<file path="config.mk">
export PLATFORM = sky130hd
export DESIGN_NAME = dsp_mac_sequencer
export DESIGN_NICKNAME = d
export VERILOG_FILES = /design/src/rtl/dsp_mac_sequencer_pkg.sv /design/src/rtl/dsp_mac_sequencer_result_fifo.sv /design/src/rtl/dsp_mac_sequencer.sv
export SDC_FILE = /design/constraint.sdc
export NUM_CORES = 1
export LEC_CHECK = 0
export BUFFER_PORTS_ARGS = -buffer_cell sky130_fd_sc_hd__clkbuf_2
export CELL_PAD_IN_SITES_DETAIL_PLACEMENT = 1
export CELL_PAD_IN_SITES_GLOBAL_PLACEMENT = 1
export CORE_MARGIN = 8
export CORE_UTILIZATION = 37
export DETAILED_ROUTE_END_ITERATION = 10
export GPL_ROUTABILITY_DRIVEN = 0
export PLACE_DENSITY_LB_ADDON = 0.12
export SLEW_MARGIN = 20
export SYNTH_ARGS = -nofsm -noshare
export SYNTH_HDL_FRONTEND = slang
export SYNTH_SLANG_ARGS = --single-unit
export TNS_END_PERCENT = 20
</file>
<file path="constraint.sdc">
create_clock -name CLK -period 3.25 [get_ports CLK]
set_input_delay 0.65 -clock CLK [delete_from_list [all_inputs] [get_ports CLK]]
set_output_delay 0.65 -clock CLK [all_outputs]
set_load 0.1 [all_outputs]
</file>
<file path="src/rtl/dsp_mac_sequencer_pkg.sv">
// Shared constants, tag type and OPMODE helper for the DSP48A1 MAC sequencer.
package dsp_mac_sequencer_pkg;

  localparam int OP_W      = 18;  // operand width
  localparam int P_W       = 48;  // slice P / result width
  localparam int LAT       = 3;   // operand issue -> P holds product
  localparam int OPM_SKEW  = 1;   // OPMODE issue lags operand issue
  localparam int RES_DEPTH = 2;   // result FIFO entries / max outstanding results
  localparam int INIT_CYC  = 2;   // slice reset cycles after RST_N release
  localparam int OUT_W     = 4;   // holds fifo count + every last in the tag pipe

  // X=M, Z=0 : start a new sum
  localparam logic [7:0] OPM_FIRST = 8'h01;
  // X=M, Z=P : accumulate
  localparam logic [7:0] OPM_ACC   = 8'h09;
  // X=0, Z=P : P holds through a bubble
  localparam logic [7:0] OPM_HOLD  = 8'h08;

  typedef struct packed {
    logic vld;
    logic first;
    logic last;
  } tag_t;

  // OPMODE the slice needs for the beat described by this tag
  function automatic logic [7:0] opm_from_tag(input tag_t t);
    logic [7:0] opm;
    if (!t.vld) begin
      opm = OPM_HOLD;
    end else if (t.first) begin
      opm = OPM_FIRST;
    end else begin
      opm = OPM_ACC;
    end
    return opm;
  endfunction

endpackage

</file>
<file path="src/rtl/dsp_mac_sequencer_result_fifo.sv">
// First-word-fall-through result FIFO with occupancy count.
module dsp_result_fifo
  import dsp_mac_sequencer_pkg::*;
#(
  parameter int DEPTH = RES_DEPTH,
  parameter int W     = P_W,
  parameter int CNT_W = $clog2(DEPTH + 1)
) (
  input  logic             CLK,
  input  logic             RST_N,
  input  logic             i_push,
  input  logic [W-1:0]     i_data,
  input  logic             i_pop,
  output logic             o_valid,
  output logic [W-1:0]     o_data,
  output logic [CNT_W-1:0] o_count
);

  localparam int PTR_W = (DEPTH > 1) ? $clog2(DEPTH) : 1;

  logic [W-1:0]     r_mem [0:DEPTH-1];
  logic [PTR_W-1:0] r_wr_ptr;
  logic [PTR_W-1:0] r_rd_ptr;
  logic [CNT_W-1:0] r_count;
  logic             w_do_push;
  logic             w_do_pop;

  assign w_do_push = i_push && (r_count != CNT_W'(DEPTH));
  assign w_do_pop  = i_pop && (r_count != {CNT_W{1'b0}});

  // Storage, pointers and occupancy; memory cleared so the head reads 0 after reset.
  always_ff @(posedge CLK or negedge RST_N) begin
    if (!RST_N) begin
      for (int i = 0; i < DEPTH; i++) begin
        r_mem[i] <= {W{1'b0}};
      end
      r_wr_ptr <= {PTR_W{1'b0}};
      r_rd_ptr <= {PTR_W{1'b0}};
      r_count  <= {CNT_W{1'b0}};
    end else begin
      if (w_do_push) begin
        r_mem[r_wr_ptr] <= i_data;
        r_wr_ptr <= (r_wr_ptr == PTR_W'(DEPTH - 1)) ? {PTR_W{1'b0}} : r_wr_ptr + PTR_W'(1);
      end
      if (w_do_pop) begin
        r_rd_ptr <= (r_rd_ptr == PTR_W'(DEPTH - 1)) ? {PTR_W{1'b0}} : r_rd_ptr + PTR_W'(1);
      end
      case ({w_do_push, w_do_pop})
        2'b10:   r_count <= r_count + CNT_W'(1);
        2'b01:   r_count <= r_count - CNT_W'(1);
        default: r_count <= r_count;
      endcase
    end
  end

  assign o_valid = (r_count != {CNT_W{1'b0}});
  assign o_data  = r_mem[r_rd_ptr];
  assign o_count = r_count;

endmodule

</file>
<file path="src/rtl/dsp_mac_sequencer.sv">
// Drives one DSP48A1 slice in MAC mode: skews OPMODE against the operands,
// tracks beats through the slice latency and collects one result per vector.
module dsp_mac_sequencer
  import dsp_mac_sequencer_pkg::*;
(
  input  logic            CLK,
  input  logic            RST_N,
  input  logic            S_VALID,
  output logic            S_READY,
  input  logic [OP_W-1:0] S_A,
  input  logic [OP_W-1:0] S_B,
  input  logic            S_LAST,
  output logic [OP_W-1:0] DSP_A,
  output logic [OP_W-1:0] DSP_B,
  output logic [7:0]      DSP_OPMODE,
  output logic            DSP_CE,
  output logic            DSP_RST,
  input  logic [P_W-1:0]  DSP_P,
  output logic            R_VALID,
  input  logic            R_READY,
  output logic [P_W-1:0]  R_DATA
);

  localparam int CNT_W = $clog2(RES_DEPTH + 1);

  logic [1:0]       r_init_cnt;
  logic             r_init_done;
  logic             r_dsp_rst;
  logic             r_dsp_ce;
  logic             r_s_ready;
  logic [OP_W-1:0]  r_dsp_a;
  logic [OP_W-1:0]  r_dsp_b;
  logic [7:0]       r_opmode;
  logic             r_in_vec;
  tag_t             r_tag [0:LAT];  // r_tag[k] describes the operand issued k cycles ago

  logic             w_accept;
  logic             w_push;
  logic             w_pop;
  logic             w_init_next;
  logic [CNT_W-1:0] w_fifo_count;
  logic [OUT_W-1:0] w_lasts;
  logic [OUT_W-1:0] w_outstanding_next;
  logic             w_unused_first;

  assign w_accept       = S_VALID && r_s_ready;
  assign w_push         = r_tag[LAT].vld && r_tag[LAT].last;
  assign w_pop          = R_VALID && R_READY;
  assign w_init_next    = r_init_done || (r_init_cnt == 2'(INIT_CYC - 1));
  assign w_unused_first = r_tag[LAT].first;

  // Hold the slice in reset for INIT_CYC cycles after release, then enable it.
  always_ff @(posedge CLK or negedge RST_N) begin
    if (!RST_N) begin
      r_init_cnt  <= 2'd0;
      r_init_done <= 1'b0;
      r_dsp_rst   <= 1'b1;
      r_dsp_ce    <= 1'b0;
    end else if (r_init_cnt != 2'(INIT_CYC)) begin
      r_init_cnt <= r_init_cnt + 2'd1;
      if (r_init_cnt == 2'(INIT_CYC - 1)) begin
        r_init_done <= 1'b1;
        r_dsp_rst   <= 1'b0;
        r_dsp_ce    <= 1'b1;
      end
    end
  end

  // Results owed next cycle: FIFO contents plus every last beat still in flight.
  always_comb begin
    w_lasts = {OUT_W{1'b0}};
    for (int k = 0; k < LAT; k++) begin
      w_lasts = w_lasts + OUT_W'(r_tag[k].vld & r_tag[k].last);
    end
    w_lasts = w_lasts + OUT_W'(w_accept & S_LAST);
    w_outstanding_next = OUT_W'(w_fifo_count) + OUT_W'(w_push) + w_lasts - OUT_W'(w_pop);
  end

  // Registered ready: only accept when a FIFO slot is guaranteed for the result.
  always_ff @(posedge CLK or negedge RST_N) begin
    if (!RST_N) begin
      r_s_ready <= 1'b0;
    end else begin
      r_s_ready <= w_init_next && (w_outstanding_next < OUT_W'(RES_DEPTH));
    end
  end

  // Operand issue registers and vector-membership flag.
  always_ff @(posedge CLK or negedge RST_N) begin
    if (!RST_N) begin
      r_dsp_a  <= {OP_W{1'b0}};
      r_dsp_b  <= {OP_W{1'b0}};
      r_in_vec <= 1'b0;
    end else if (w_accept) begin
      r_dsp_a  <= S_A;
      r_dsp_b  <= S_B;
      r_in_vec <= !S_LAST;
    end else begin
      r_dsp_a <= {OP_W{1'b0}};
      r_dsp_b <= {OP_W{1'b0}};
    end
  end

  // Tag shift register following each issued operand through the slice.
  always_ff @(posedge CLK or negedge RST_N) begin
    if (!RST_N) begin
      for (int k = 0; k <= LAT; k++) begin
        r_tag[k] <= '{vld: 1'b0, first: 1'b0, last: 1'b0};
      end
    end else begin
      r_tag[0] <= '{vld: w_accept, first: w_accept && !r_in_vec, last: w_accept && S_LAST};
      for (int k = 1; k <= LAT; k++) begin
        r_tag[k] <= r_tag[k-1];
      end
    end
  end

  // OPMODE lags its operand by OPM_SKEW cycles to meet the slice OPMODE register.
  always_ff @(posedge CLK or negedge RST_N) begin
    if (!RST_N) begin
      r_opmode <= OPM_HOLD;
    end else begin
      r_opmode <= opm_from_tag(r_tag[OPM_SKEW-1]);
    end
  end

  dsp_result_fifo #(
    .DEPTH (RES_DEPTH),
    .W     (P_W)
  ) u_fifo (
    .CLK     (CLK),
    .RST_N   (RST_N),
    .i_push  (w_push),
    .i_data  (DSP_P),
    .i_pop   (w_pop),
    .o_valid (R_VALID),
    .o_data  (R_DATA),
    .o_count (w_fifo_count)
  );

  assign S_READY    = r_s_ready;
  assign DSP_A      = r_dsp_a;
  assign DSP_B      = r_dsp_b;
  assign DSP_OPMODE = r_opmode;
  assign DSP_CE     = r_dsp_ce;
  assign DSP_RST    = r_dsp_rst;

endmodule

</file>
==> results of run 1 <==
cells in the mapped netlist (2+ instances only):
cell type    n  share of area [%]
buf_6        4               0.72
clkbuf_1     8               0.48
nor2_1       2               0.12
and2_1       2               0.20
and3_1      36                3.6
buf_4        9                1.1
mux2_2     125                 22
buf_2        6               0.48
xnor2_1      5               0.70
or2_2        2               0.20
xor2_1       2               0.28
inv_1        8               0.48
a21o_1       2               0.24
nand2_1      7               0.42
fa_1         3               0.96
buf_1        3               0.18
dfstp_2      2               0.84
mux2_1      20                3.6
ha_1         9                1.8
dfrtp_1    150                 60
what timing repair did:
item,in CTS,in global routing
pin swaps,2,0
gates resized for setup,4,1
setup buffers,0,0
endpoints found under the setup margin,1,1
logic make-up after synthesis:
logic type,count (synthesis),share of synthesized area (%)
flip-flops,152,60.7
adder cells (fa/ha/maj),12,2.75
AND/OR/NAND/NOR,53,4.97
AO/OA/AOI/OAI,7,0.878
XOR/XNOR,7,0.978
buffers and inverters,39,3.47
multiplexers,146,26.2
other,1,0.0598
state kept, by name, summed over array words and instances, names as in the netlist, 2 cells and up:
signal and count:
DSP_B 18, DSP_OPMODE 2, u_fifo.o_count 2, u_fifo.r_mem 96, DSP_A 18, r_tag 8
r_init_cnt 2
metrics by stage:
step                      hold WS [ps]  area, um2
after global routing               171       8100
after global placement             358       7470
after CTS                          157       8090
final                              162       8100
after floorplan                    347       6310
after detailed placement           365       7470
routing by layer:
metal  global-route usage, %  vias up
met3                    6.24       14
li1                        -     1807
met5                       0        -
met4                    5.31        0
met1                    16.2     1990
met2                    25.1      120
cell type report:
class	instances	area, um2	share of cell area [%]
clock buffers	20	457	5.64
clock inverters	12	149	1.84
inverters	9	33.8	0.417
multi-input cells	231	2340	28.9
flip-flops and latches	152	3810	47.0
well taps	220	275	3.40
repair buffers	190	1040	12.8
worst min-delay path by stage:
stage,endpoint,slack [ps],startpoint,cells past startpoint
finish,u_fifo.r_mem[30]$_DFFE_PN0P_,160,RST_N,1
global route,u_fifo.r_mem[33]$_DFFE_PN0P_,170,RST_N,1
CTS,u_fifo.r_mem[30]$_DFFE_PN0P_,160,RST_N,1
detailed placement,r_tag[2]$_DFF_PN0_,360,r_tag[5]$_DFF_PN0_,0
global placement,r_tag[3]$_DFF_PN0_,360,r_tag[6]$_DFF_PN0_,0
floorplan,DSP_A[0]$_DFF_PN0_,350,RST_N,0
==> impl_metrics.sql, run 1 <==
INSERT INTO impl_metrics (metric_group, metric, value, unit) VALUES
('logic_synthesis', 'synthesis.instances', '417', ''),
('hold_path', 'timing.hold.worst.class', 'primary input to asynchronous set/reset pin', ''),
('sta', 'max_freq', '0.308', 'GHz'),
('setup_path', 'cpMaxStageDelayCell', 'fa_1', ''),
('placement', 'buffer_ports.inserted', '178', ''),
('detailed_routing', 'dr_wl_cell', '18.2', 'um'),
('die', 'initial_utilization', '37.8', '%'),
('setup_path', 'critPathLaunch', 'u_fifo.o_count[0]$_DFFE_PN0P_', ''),
('layout', 'final-instance-count-excl-fill', '834', ''),
('sta', 'period_needed', '3240', 'ps'),
('status', 'status', 'complete, no violations', ''),
('clock_tree', 'tritoncts', 'built', ''),
('setup_path', 'critPathMostFrequentCell', 'fa_1', ''),
('layout', 'final_common_cell', 'clkbuf_2', ''),
('setup_path', 'worst_path_dominant_cell_family', 'adder cells', ''),
('setup_path', 'critPathRequiredTime', '3540', 'ps'),
('sta', 'finClkSkew', '5.62', 'ps'),
('logic_synthesis', 'synth.cell_area', '6270', 'um2'),
('sta', 'timing.slew.headroom', '47.7', '%'),
('sta', 'hold_viol', '0', ''),
('logic_synthesis', 'yosys_warnings', '0', ''),
('sta', 'final.setup.worst_slack', '5.70', 'ps'),
('logic_synthesis', 'synth-edff-count', '0', ''),
('placement', 'place_ws', '-174', 'ps'),
('layout', 'final_layout_size_suffix_gt1_share', '58.8', '%'),
('sta', 'accumulated_negative_setup_slack', '0', 'ps'),
('layout', 'filler_cell_count', '1744', ''),
('detailed_routing', 'dr.max_layer_used', 'met4', ''),
('layout', 'antenna_cells_inserted', '0', ''),
('clock_tree', 'ctsLongestPathBuffers', '2', ''),
('grt', 'grt_first_pass_wirelength', '25.1', 'mm'),
('clock_tree', 'clock_tree.htree_level_count', '4', ''),
('grt', 'grt_use_total', '14.8', '%'),
('die', 'ioPinCount', '185', ''),
('detailed_routing', 'wl_met3', '1.28', 'mm'),
('logic_synthesis', 'dominantRegCellSynth', 'dfrtp_1', ''),
('sta', 'number_of_slew_limit_violations_in_the_final_report', '0', ''),
('detailed_routing', 'wirelength', '15.2', 'mm'),
('setup_path', 'reg2reg_slack', '6', 'ps'),
('die', 'core.rowCount', '47', ''),
('die', 'die_area', '21400', 'um2'),
('detailed_routing', 'postRouteAntennaNets', '0', ''),
('setup_path', 'critical_path_arrival', '3530', 'ps'),
('setup_path', 'worstSetupPathType', 'register to register', ''),
('detailed_routing', 'wirelength_met1', '6.04', 'mm'),
('detailed_routing', 'route.vias.total', '3931', ''),
('sta', 'rsz0062_at_grt', 'true', ''),
('setup_path', 'regToRegEndpoint', 'S_READY$_DFF_PN0_', ''),
('clock_tree', 'insertion_delay', '410', 'ps'),
('die', 'die_height', '146', 'um'),
('setup_path', 'critical_path.max_fanout', '3', ''),
('sta', 'post-route-period-util', '99.8', '%'),
('detailed_routing', 'drt-pass1-iter-count', '4', ''),
('logic_synthesis', 'synth_cell_type_count', '32', ''),
('setup_path', 'reg2reg_from', 'u_fifo.o_count[0]$_DFFE_PN0P_', ''),
('die', 'die_x', '146', 'um'),
('setup_path', 'crit_path_cell_trace', 'or2_4 > and2_4 > ha_4 > fa_1 > fa_1 > and3b_2 > fa_1 > o21bai_4 > nor3b_2 > mux2_4', ''),
('setup_path', 'critical_path.endpoint', 'S_READY$_DFF_PN0_', ''),
('logic_synthesis', 'ys_ff_latch', '152', ''),
('logic_synthesis', 'synthArstFlopShare', '100', '%'),
('layout', 'layout.nets', '702', ''),
('logic_synthesis', 'syn_avg_cell_area', '15.0', 'um2'),
('grt', 'grt_pass1_vias', '4744', ''),
('layout', 'synthToLayoutAreaGrowth', '29.1', '%'),
('layout', 'final_util', '48.8', '%'),
('grt', 'grt_start_max_net_pins', '67', ''),
('setup_path', 'worst-r2r-cell-count', '10', ''),
('job', 'max_cap_viol_count', '0', ''),
('placement', 'numPlacedInstances', '802', ''),
('clock_tree', 'library_cell_used_as_clock_root_buffer', 'clkbuf_16', ''),
('clock_tree', 'postCtsHoldBufs', '0', '');
Power of run 1 is left out: the tool's default activity adds up to more than one toggle a clock period on the data nets, which glitch-free logic cannot reach.
==> inputs of run 2 (changes only) <==
- PLACE_DENSITY: unset -> 0.82
- PLACE_DENSITY_LB_ADDON: 0.12 -> unset
==> run 2 against run 1 <==
The flow now finishes with violations (setup timing); worst setup slack got worse by 95 ps; first-iteration DRC count up 50%; critical endpoint unchanged; hold slack got worse by 6.8 ps; via count rose by 1.9%; register-to-register slack lost 90 ps; die area did not move; clock-buffer cell count shrank 1; maximum frequency is 2.8% lower; flip-flop and latch count unchanged; sequential share of layout area grew 0.25 points.
==> impl_metrics.sql, run 2 (synthesis results as in run 1) <==
INSERT INTO impl_metrics (metric_group, metric, value, unit) VALUES
('setup_path', 'critPathMostFrequentCell', 'fa_1', ''),
('sta', 'timing.slew.headroom', '46.6', '%'),
('detailed_routing', 'wirelength', '15.8', 'mm'),
('sta', 'final.setup.worst_slack', '-89.2', 'ps'),
('die', 'ioPinCount', '185', ''),
('setup_path', 'crit_path_cell_trace', 'or2_4 > and2_4 > ha_4 > fa_1 > fa_1 > and3b_2 > fa_2 > o21bai_4 > nor3b_2 > mux2_4', ''),
('clock_tree', 'clock_tree.htree_level_count', '4', ''),
('setup_path', 'crit_cells', '10', ''),
('detailed_routing', 'drt-pass1-iter-count', '4', ''),
('setup_path', 'critical_path.endpoint', 'S_READY$_DFF_PN0_', ''),
('die', 'floorplan.core_area', '16600', 'um2'),
('die', 'die_height', '146', 'um'),
('layout', 'final-instance-count-excl-fill', '833', ''),
('detailed_routing', 'routed_via_density', '4.81', ''),
('grt', 'grt_first_pass_wirelength', '25.9', 'mm'),
('hold_path', 'timing.hold.worst.class', 'primary input to asynchronous set/reset pin', ''),
('sta', 'setup_viol_count_final', '1', ''),
('layout', 'regArea', '3810', 'um2'),
('setup_path', 'critical_path_arrival', '3630', 'ps'),
('setup_path', 'startpoint_type_of_the_worst_setup_path', 'register', ''),
('status', 'status', 'complete, but fails checks', ''),
('sta', 'hold_viol', '0', ''),
('detailed_routing', 'drt_drc_violations_left', '0', ''),
('sta', 'rsz0062_at_grt', 'true', ''),
('clock_tree', 'ctsLongestPathBuffers', '2', ''),
('setup_path', 'regToRegEndpoint', 'S_READY$_DFF_PN0_', ''),
('die', 'die_area', '21400', 'um2'),
('layout', 'final_layout_size_suffix_gt1_share', '58.9', '%'),
('setup_path', 'reg2reg_from', 'u_fifo.o_count[0]$_DFFE_PN0P_', ''),
('die', 'initial_utilization', '37.8', '%'),
('sta', 'number_of_slew_limit_violations_in_the_final_report', '0', ''),
('detailed_routing', 'number_of_design_rule_violations_left_by_the_first_detailed_router_iteration', '111', ''),
('clock_tree', 'clock-sinks', '152', ''),
('layout', 'filler_cell_count', '1741', ''),
('clock_tree', 'tritoncts', 'built', ''),
('setup_path', 'critical_path.max_fanout', '3', ''),
('status', 'failed_checks', 'setup timing', ''),
('layout', 'layout_common_cells', 'clkbuf_2, dfrtp_1, mux2_2, and3_1, mux2_1', ''),
('die', 'die_x', '146', 'um'),
('placement', 'numPlacedInstances', '801', ''),
('detailed_routing', 'postRouteAntennaNets', '0', ''),
('layout', 'largest_register_ffs', '96', ''),
('setup_path', 'critPathRequiredTime', '3540', 'ps'),
('grt', 'grt_overflow_total', '0', ''),
('placement', 'dp_hpwl', '11.6', 'mm'),
('setup_path', 'crit_path_max_incr_delay', '530', 'ps'),
('clock_tree', 'postCtsHoldBufs', '0', ''),
('layout', 'max_flop_register', 'u_fifo.r_mem', ''),
('setup_path', 'critPathLaunch', 'u_fifo.o_count[0]$_DFFE_PN0P_', ''),
('grt', 'grt_start_max_net_pins', '67', ''),
('clock_tree', 'clk_pin_slew_worst_paths', '60', 'ps'),
('clock_tree', 'cts_inserted_buffers', '17', ''),
('layout', 'multi_input_logic_area', '2360', 'um2'),
('setup_path', 'worst_path_dominant_cell_family', 'adder cells', ''),
('detailed_routing', 'route.vias.total', '4007', ''),
('layout', 'synthToLayoutAreaGrowth', '28.5', '%'),
('die', 'core.rowCount', '47', ''),
('setup_path', 'worstSetupPathType', 'register to register', ''),
('clock_tree', 'library_cell_used_as_clock_root_buffer', 'clkbuf_16', ''),
('clock_tree', 'insertion_delay', '410', 'ps'),
('setup_path', 'cp_num_buf_inv', '0', ''),
('job', 'max_cap_viol_count', '0', ''),
('detailed_routing', 'dr_wl_cell', '19.0', 'um'),
('sta', 'worst_pin_slew', '801', 'ps'),
('grt', 'grt_pass1_vias', '4805', ''),
('grt', 'grt_use_total', '15.2', '%'),
('sta', 'max_freq', '0.299', 'GHz'),
('setup_path', 'cpMaxStageDelayCell', 'fa_2', ''),
('sta', 'finClkSkew', '7.99', 'ps'),
('layout', 'antenna_cells_inserted', '0', ''),
('sta', 'period_needed', '3340', 'ps'),
('placement', 'buffer_ports.inserted', '178', ''),
('layout', 'final_common_cell', 'clkbuf_2', ''),
('sta', 'post-route-period-util', '103', '%'),
('setup_path', 'worst-r2r-cell-count', '10', ''),
('layout', 'layout.nets', '701', ''),
('setup_path', 'reg2reg_slack', '-90', 'ps'),
('setup_path', 'endpoint_kind', 'register', ''),
('grt', 'antenna_violations_before_repair', '0', '');
-- run 2: changes by cell type in the layout (fill, tap and decap cells not counted), sizes merged --
cell / change
bufinv: -1
inv: -1
clkbuf: -1
clkinvlp: -2
buf: -1
clkinv: +5
-- run 2: per-stage QoR --
| stage | TNS (ps) | hold WS [ps] | cell area [um2] | setup WS (ps) | util, % |
|---|---|---|---|---|---|
| 3_3_place_gp | -75.2 | 357 | 7450 | -75.2 | 44.9 |
| 5_1_grt | -147 | 165 | 8060 | -147 | 48.6 |
| 4_1_cts | -131 | 153 | 8040 | -131 | 48.5 |
| 3_5_place_dp | -365 | 366 | 7450 | -365 | 44.9 |
| 6_report | -89.2 | 155 | 8060 | -89.2 | 48.6 |
| 2_1_floorplan | -136 | 347 | 6310 | -136 | - |
-- run 2: what timing repair did --
item                       CTS  global route
setup endpoints to repair    1             1
pin swaps                    3             0
setup buffers                0             0
gates resized for setup      7             1
-- run 2: area by class of cell --
cell class / count / area share [%]
Tap cell: 220 / 3.42
Clock inverter: 13 / 1.63
Timing Repair Buffer: 189 / 12.6
Clock buffer: 19 / 5.37
Multi-Input combinational cell: 231 / 29.2
Sequential cell: 152 / 47.3
Inverter: 9 / 0.419
-- run 2: how the worst min path moves through the flow --
stage,to,cells past startpoint
5_1_grt,u_fifo.r_mem[35]$_DFFE_PN0P_,1
2_1_floorplan,DSP_A[0]$_DFF_PN0_,0
6_report,u_fifo.r_mem[35]$_DFFE_PN0P_,1
4_1_cts,u_fifo.r_mem[35]$_DFFE_PN0P_,1
3_3_place_gp,r_tag[3]$_DFF_PN0_,0
3_5_place_dp,r_tag[3]$_DFF_PN0_,0
-- run 2: per-layer routing --
layer	GRT usage, %	vias to the layer above	share of wire [%]
met4	4.38	0	1.1
met2	25.0	161	49
met3	7.97	13	11
met5	0	-	0
met1	16.9	2034	40
li1	-	1799	-
Power of run 2 is left out for the same reason.
